File: src/rtl/snake_pacer.sv
`default_nettype none
// ============================================================================
// snake_pacer : game-tick phase generator, speed levels and BCD apple score
// Rev 1.0
// ============================================================================
module snake_pacer #(
  parameter int unsigned PERIOD_START     = 6250000,
  parameter int unsigned PERIOD_STEP      = 250000,
  parameter int unsigned PERIOD_MIN       = 1250000,
  parameter int unsigned APPLES_PER_LEVEL = 4,
  parameter int unsigned CNT_W            = 23
) (
  input  logic       clk,
  input  logic       rst_n,
  input  logic       i_eat,
  input  logic       i_failure,
  input  logic       i_success,
  input  logic       i_pause,
  output logic       o_phase,
  output logic [7:0] o_score,
  output logic [3:0] o_level,
  output logic [1:0] o_state
);

  localparam logic [1:0]       S_RUN   = 2'd0;
  localparam logic [1:0]       S_PAUSE = 2'd1;
  localparam logic [1:0]       S_LOST  = 2'd2;
  localparam logic [1:0]       S_WON   = 2'd3;

  localparam logic [CNT_W-1:0] P_START = CNT_W'(PERIOD_START);
  localparam logic [CNT_W-1:0] P_MIN   = CNT_W'(PERIOD_MIN);
  localparam logic [CNT_W:0]   P_STEP  = (CNT_W+1)'(PERIOD_STEP);
  localparam logic [CNT_W-1:0] CNT_ONE = CNT_W'(1);
  localparam logic [CNT_W:0]   EXT_ONE = (CNT_W+1)'(1);
  localparam logic [3:0]       APL     = 4'(APPLES_PER_LEVEL);

  logic [1:0]       state_q, state_d;
  logic [CNT_W-1:0] cnt_q, cnt_d;
  logic [CNT_W-1:0] period_q, period_d;
  logic             phase_q, phase_d;
  logic [7:0]       score_q, score_d;
  logic [3:0]       level_q, level_d;
  logic [3:0]       apples_q, apples_d;
  logic             eat_q;

  logic             count_en;
  logic             eat_en;
  logic             eat_evt;
  logic             cnt_wrap;
  logic [CNT_W:0]   period_sub;
  logic [CNT_W-1:0] period_dec;

  // ---------------- FSM: state register ----------------
  always_ff @(posedge clk or negedge rst_n) begin
    if (!rst_n) state_q <= S_RUN;
    else        state_q <= state_d;
  end

  // ---------------- FSM: next state ----------------
  always_comb begin
    state_d = state_q;
    case (state_q)
      S_RUN, S_PAUSE: begin
        if      (i_failure) state_d = S_LOST;
        else if (i_success) state_d = S_WON;
        else if (i_pause)   state_d = S_PAUSE;
        else                state_d = S_RUN;
      end
      default: state_d = state_q;
    endcase
  end

  // ---------------- FSM: outputs ----------------
  always_comb begin
    count_en = 1'b0;
    eat_en   = 1'b0;
    case (state_q)
      S_RUN: begin
        count_en = 1'b1;
        eat_en   = 1'b1;
      end
      S_PAUSE: eat_en = 1'b1;
      default: ;
    endcase
  end

  assign o_state = state_q;

  // ---------------- datapath ----------------
  assign eat_evt = i_eat & ~eat_q;
  // Compare at CNT_W+1 bits so a shrunken period below the count still wraps.
  assign cnt_wrap   = ({1'b0, cnt_q} + EXT_ONE) >= {1'b0, period_q};
  assign period_sub = {1'b0, period_q} - P_STEP;
  assign period_dec = (period_sub[CNT_W] || (period_sub[CNT_W-1:0] < P_MIN)) ?
                      P_MIN : period_sub[CNT_W-1:0];

  always_comb begin
    cnt_d    = cnt_q;
    phase_d  = phase_q;
    score_d  = score_q;
    level_d  = level_q;
    apples_d = apples_q;
    period_d = period_q;

    if (count_en) begin
      if (cnt_wrap) begin
        cnt_d   = '0;
        phase_d = ~phase_q;
      end else begin
        cnt_d = cnt_q + CNT_ONE;
      end
    end

    if (eat_en && eat_evt) begin
      if (score_q != 8'h99) begin
        if (score_q[3:0] == 4'd9) score_d = {score_q[7:4] + 4'd1, 4'd0};
        else                      score_d = {score_q[7:4], score_q[3:0] + 4'd1};
      end
      if ((apples_q + 4'd1) == APL) begin
        apples_d = 4'd0;
        period_d = period_dec;
        if (level_q != 4'hF) level_d = level_q + 4'd1;
      end else begin
        apples_d = apples_q + 4'd1;
      end
    end
  end

  always_ff @(posedge clk or negedge rst_n) begin
    if (!rst_n) begin
      cnt_q    <= '0;
      period_q <= P_START;
      phase_q  <= 1'b0;
      score_q  <= 8'h00;
      level_q  <= 4'd0;
      apples_q <= 4'd0;
      eat_q    <= 1'b0;
    end else begin
      cnt_q    <= cnt_d;
      period_q <= period_d;
      phase_q  <= phase_d;
      score_q  <= score_d;
      level_q  <= level_d;
      apples_q <= apples_d;
      eat_q    <= i_eat;
    end
  end

  assign o_phase = phase_q;
  assign o_score = score_q;
  assign o_level = level_q;

endmodule
`default_nettype wire

File: config.mk
export PLATFORM = sky130hd
export DESIGN_NAME = snake_pacer
export DESIGN_NICKNAME = d
export VERILOG_FILES = /design/src/rtl/snake_pacer.sv
export SDC_FILE = /design/constraint.sdc
export NUM_CORES = 1
export LEC_CHECK = 0
export CORE_ASPECT_RATIO = 2
export CORE_MARGIN = 3
export CORE_UTILIZATION = 61
export DETAILED_ROUTE_END_ITERATION = 8
export PLACE_DENSITY_LB_ADDON = 0.3
export SLEW_MARGIN = 20
export SYNTH_ARGS = -nofsm -noshare
export SYNTH_HDL_FRONTEND = slang
export SYNTH_SLANG_ARGS = --single-unit
File: constraint.sdc
create_clock -name clk -period 4.57 [get_ports clk]
set_input_delay 0.6855 -clock clk [delete_from_list [all_inputs] [get_ports clk]]
set_output_delay 0.6855 -clock clk [all_outputs]
set_load 0.01 [all_outputs]
==> impl_metrics.tcl, run 1 <==
set metrics [dict create \
    status "complete, no violations" \
    async_flop_share 1.00 \
    ys_seq_elements 62 \
    portBuffers 20 \
    drive_gt1_frac 0.101 \
    rsz0062_at_grt "no" \
    die_w_um 64.3 \
    crit_family "simple AND/OR/NAND/NOR gates" \
    max_slew_margin 0.469 \
    grt_max_degree 63 \
    cts_hold_buffers 0 \
    syn_avg_cell_area_um2 8.84 \
    cts_setup_buffers 0 \
    worst_clock_skew_ps 4.33 \
    cts_resized 0 \
    place_area_um2 4420 \
    total_power_mw 1.26 \
    path_cells "nand4_1, nor4_1, and2_1, and3_1, nand3_1, xnor2_1, ha_1, o21a_1, o21ai_0, nor2_1, o21ai_0, nand3_1, buf_4, nor4_1, a21o_1" \
    crit_required_ps 4840 \
    yosysSeqAreaShare 0.378 \
    ctsRootBufferMaster "clkbuf_16" \
    h-tree-depth 3 \
    maxCapViolations 0 \
    core_um2 6460 \
    globalRouteTotalUtil 0.280 \
    worstPathMaxFanout 14 \
    place.gp.congestion 0.907 \
    fp-row-count 41 \
    clockBufferDepth 2 \
    die_h_um 123 \
    clk_latency_ps 340 \
    antenna_cells 0 \
    cts_buffers 9 \
    final_util 0.729 \
    peakVddDrop_mv 0.245 \
    leakage_nw 2.13 \
    ys_types 57 \
    cp_num_buf_inv 1 \
    die_area_um2 7880 \
    end_kind "register" \
    area_growth_syn_to_layout_pct 13.7 \
    antenna_left 0 \
    setup_viol 0 \
    ioPinCount 21 \
    cts_tree "done" \
    syn-num-nets 500 \
    grt_antenna_before_repair 0 \
    final_cells 579 \
    hold_path.class "register to register" \
    worst_slew_pin_slew_ps 789 \
    grt_pass1_vias 3710 \
    wl_um 10100 \
    yosysWarnings 0 \
    tns_ps 0 \
    synth_edf_count 0 \
    period_share 0.864 \
    critPathLaunchType "register" \
    routed_via_density 6.42 \
    synthFlopType "dfrtp_1" \
    netlist_instances 469 \
    hold_viol 0 \
    synth.cell_area_um2 4150 \
    period_needed_ps 3950 \
    overflow 0 \
    drc 0 \
    cts_sinks 62 \
    crit_type "register to register" \
    arrival_ps 4220 \
    drtIter0Drc 247 \
    placedCellCount 563 \
    drv_slew 0 \
    firstDrtPassIters 5 \
    r2r_slack_ps 620 \
    via_count 3718 \
    hpwl_um 7270 \
    fmax_ghz 0.253 \
    cp_slowest_cell "nor4_1" \
    fin_area_um2 4710 \
    fin_nets 519 \
    path_clk_slew_ps 50 \
    wl_per_cell_um 17.4 \
    p_per_area_nw_per_um2 267 \
    grt_pass1_wl_um 17100 \
    slowest_delay_ps 630 \
    start_util 0.641 \
]
cells in the mapped netlist, drive strengths merged (5+ instances only):
library cell / count / area (µm²)
nand3: 20 / 100
inv: 28 / 105
and3: 7 / 43.8
o21ai: 47 / 243
buf: 8 / 46.3
xnor2: 18 / 158
xor2: 12 / 105
o31ai: 9 / 67.6
nand2: 59 / 221
a211oi: 6 / 57.6
a22o: 8 / 70.1
nand4: 9 / 56.3
or3: 5 / 31.3
a211o: 5 / 43.8
a21oi: 21 / 116
nor2b: 6 / 37.5
ha: 25 / 313
dfrtp: 50 / 1250
nor4: 5 / 31.3
a21o: 8 / 60.1
nor2: 23 / 88.8
nor3: 5 / 25.0
dfstp: 12 / 315
clkbuf: 12 / 45.0
o211ai: 5 / 37.5
mux2: 5 / 56.3
sequential cells by signal, indices dropped and copies added, names as in the netlist:
name,cells
period_q,19
o_score,8
o_phase,1
o_state,2
cnt_q,23
apples_q,4
o_level,4
eat_q,1
layout make-up:
class | instances | area, µm²
clock buffers | 15 | 268
clock inverters | 1 | 30.0
fillers | 508 | 1750
inverters | 29 | 109
multi-input cells | 358 | 2380
flip-flops and latches | 62 | 1570
well taps | 86 | 108
repair buffers | 28 | 255
cells by family (layout without fill, tap and decap cells):
logic type,after synthesis,count (layout),synth area share
mux,7,7,0.0184
xor+xnor,30,30,0.0634
simple gates,160,160,0.191
fa+ha+maj,25,25,0.0755
buf+inv,49,73,0.0483
compound gates,136,136,0.225
flops,62,62,0.378
metrics by stage:
step / hold slack, ps / setup slack (ps)
2_1_floorplan: 390 / 1280
3_3_place_gp: 465 / 847
3_5_place_dp: 475 / 720
4_1_cts: 486 / 654
5_1_grt: 499 / 217
6_report: 480 / 624
layout by cell type (no fill, tap or decap), drive strengths merged, types with 3 or more instances in the layout:
cell | synthesis | final
a21oi | 21 | 21
or2 | 3 | 3
inv | 28 | 28
nor3 | 5 | 5
a22o | 8 | 8
a31oi | 4 | 4
o211ai | 5 | 5
clkbuf | 12 | 15
and4 | 4 | 4
nor4 | 5 | 5
a211oi | 6 | 6
nor2b | 6 | 6
nand4 | 9 | 9
o22ai | 3 | 3
o21ai | 47 | 47
o31ai | 9 | 9
o21a | 4 | 4
dfstp | 12 | 12
a21o | 8 | 8
mux2 | 5 | 5
xnor2 | 18 | 18
nand2 | 59 | 59
a211o | 5 | 5
dfrtp | 50 | 50
and2 | 3 | 3
or3 | 5 | 5
nand2b | 4 | 4
ha | 25 | 25
o41ai | 4 | 4
clkdlybuf4s50 | 0 | 19
xor2 | 12 | 12
nand3 | 20 | 20
and3 | 7 | 7
buf | 8 | 9
nor2 | 23 | 23
where the power goes:
| group | switching (mW) | internal, mW |
|---|---|---|
| clock | 0.234 | 0.452 |
| combinational | 0.0129 | 0.00704 |
| sequential | 0.00176 | 0.552 |
| total | 0.249 | 1.01 |
metal layers:
layer	track usage	vias to the layer above	wire length, µm
met1	0.294	1804	3680
met2	0.492	128	5470
met5	0	-	0
met3	0.0540	43	424
met4	0.197	0	524
li1	-	1743	-
worst paths after layout:
| kind | start | end | cells after the start |
|---|---|---|---|
| setup / recovery | cnt_q[6] | cnt_q[3] | 15 |
| hold / removal | o_phase | o_phase | 1 |
| setup reg to reg | cnt_q[6] | cnt_q[3] | 15 |
| hold reg to reg | o_phase | o_phase | 1 |
| max in group asynchronous | rst_n | period_q[21] | 2 |
| min in group asynchronous | rst_n | o_level[0] | 2 |
No activity file was read; power rests on OpenSTA's default activity.
==> run 2, diff against run 1 <==
- SLEW_MARGIN: 20 -> 5
==> results of run 2 <==
No change in the layout: final DEF, timing and power equal those of run 1.
==> run 3, diff against run 2 <==
- CAP_MARGIN: default -> 10
- CORE_UTILIZATION: 61 -> 49
==> impl_metrics.tcl, run 3 (synthesis gave the netlist of run 1 again) <==
set metrics [dict create \
    status "complete, no violations" \
    grt_pass1_wl_um 17400 \
    n_fill_cell 750 \
    die_h_um 136 \
    hpwl_um 7590 \
    area_growth_syn_to_layout_pct 14.2 \
    cp_num_buf_inv 0 \
    r2r-end "cnt_q[0]" \
    crit_family "simple AND/OR/NAND/NOR gates" \
    maxCapViolations 0 \
    critPathMostFrequentCell "nand3_1" \
    worstSetupStartpoint "cnt_q[2]" \
    path_clk_slew_ps 50 \
    fin_area_um2 4730 \
    period_needed_ps 3950 \
    cp_slowest_cell "nor4_1" \
    place.gp.congestion 0.938 \
    cts_sinks 62 \
    cts_tree "done" \
    crit_type "register to register" \
    wl_per_cell_um 17.4 \
    worstPathMaxFanout 9 \
    cts_buffers 9 \
    portBuffers 20 \
    crit_required_ps 4840 \
    die_w_um 71.0 \
    end_kind "register" \
    ioPinCount 21 \
    rsz0062_at_grt "no" \
    globalRouteTotalUtil 0.230 \
    hold_viol 0 \
    wl_met3_um 392 \
    clockBufferDepth 2 \
    crit_end "cnt_q[0]" \
    place_area_um2 4430 \
    antenna_left 0 \
    path_cells "nand3_1, nor4_1, and2_1, and3_1, nand3_1, xnor2_1, ha_1, o21a_1, o21ai_0, nor2_1, o21ai_0, nand3_1, nor2_1, mux2_2" \
    drive_gt1_frac 0.105 \
    start_util 0.514 \
    r2r_slack_ps 620 \
    reg2reg_depth 14 \
    r2r-start "cnt_q[2]" \
    wl_met2_um 5680 \
    p_per_area_nw_per_um2 268 \
    peakVddDrop_mv 0.291 \
    critPathLaunchType "register" \
    cts_hold_buffers 0 \
    cts_resized 0 \
    final_common_cell "nand2_1" \
    drtIter0Drc 207 \
    drv_slew 0 \
    grt_antenna_before_repair 0 \
    worst_clock_skew_ps 7.29 \
    total_power_mw 1.27 \
    fmax_ghz 0.253 \
    ctsRootBufferMaster "clkbuf_16" \
    cts_setup_buffers 0 \
    worst_slew_pin_slew_ps 815 \
    period_share 0.864 \
    setup_viol 0 \
    fin_nets 519 \
    antenna_cells 0 \
    hold_path.class "input pin to async pin" \
    clk_latency_ps 340 \
    fp-row-count 46 \
    h-tree-depth 3 \
    layout_common_cells "nand2_1, dfrtp_1, o21ai_0" \
    leakage_nw 2.14 \
    grt_pass1_vias 3720 \
    wl_um 10300 \
    largest_register_ffs 23 \
    drc 0 \
    slowest_delay_ps 750 \
    highest_layer "met4" \
    core_um2 8060 \
    die_area_um2 9670 \
    drt-met1-wl_um 3750 \
    via_count 3669 \
    arrival_ps 4220 \
    worst-path-stages 14 \
    routed_via_density 6.23 \
    regMostFlops "cnt_q" \
    grt_max_degree 33 \
    max_slew_margin 0.452 \
    tns_ps 0 \
    firstDrtPassIters 6 \
    overflow 0 \
]
-- run 3: cell count changes in the layout (fill, tap and decap cells not counted) --
cell	change
clkinvlp_4	+1
clkbuf_1	-2
clkinv_2	+1
-- run 3: metrics by stage --
step / instances / setup WS [ps] / utilization / hold WS [ps]
2_1_floorplan: 469 / 1280 / - / 390
3_3_place_gp: 573 / 846 / 0.550 / 459
3_5_place_dp: 573 / 657 / 0.550 / 468
4_1_cts: 589 / 606 / 0.587 / 433
5_1_grt: 589 / 208 / 0.587 / 457
6_report: 589 / 621 / 0.587 / 409
-- run 3: routing by layer --
metal,track usage,vias to the layer above
met3,0.0400,35
met2,0.423,119
li1,-,1744
met5,0,-
met4,0.152,0
met1,0.229,1771
-- run 3: area by class of cell --
class / count / area, µm² / share of cell area
multi-input combinational: 358 / 2380 / 0.503
tap: 96 / 120 / 0.0254
sequential: 62 / 1570 / 0.331
clock buffer: 13 / 260 / 0.0550
timing repair buffer: 28 / 255 / 0.0539
clock inverter: 3 / 42.5 / 0.00899
inverter: 29 / 109 / 0.0230
-- run 3: worst min path at each step --
| stage | endpoint | slack (ps) | depth (start not counted) |
|---|---|---|---|
| 2_1_floorplan | apples_q[0] | 390 | 0 |
| 3_3_place_gp | o_phase | 460 | 1 |
| 3_5_place_dp | o_phase | 470 | 1 |
| 4_1_cts | o_level[0] | 430 | 1 |
| 5_1_grt | o_level[1] | 460 | 1 |
| 6_report | o_level[0] | 410 | 1 |
-- run 3: power by group --
| part | internal (mW) | total [mW] | switching (mW) |
|---|---|---|---|
| clock network | 0.451 | 0.692 | 0.241 |
| registers | 0.552 | 0.554 | 0.00176 |
| logic | 0.00702 | 0.0204 | 0.0134 |
| total | 1.01 | 1.27 | 0.257 |
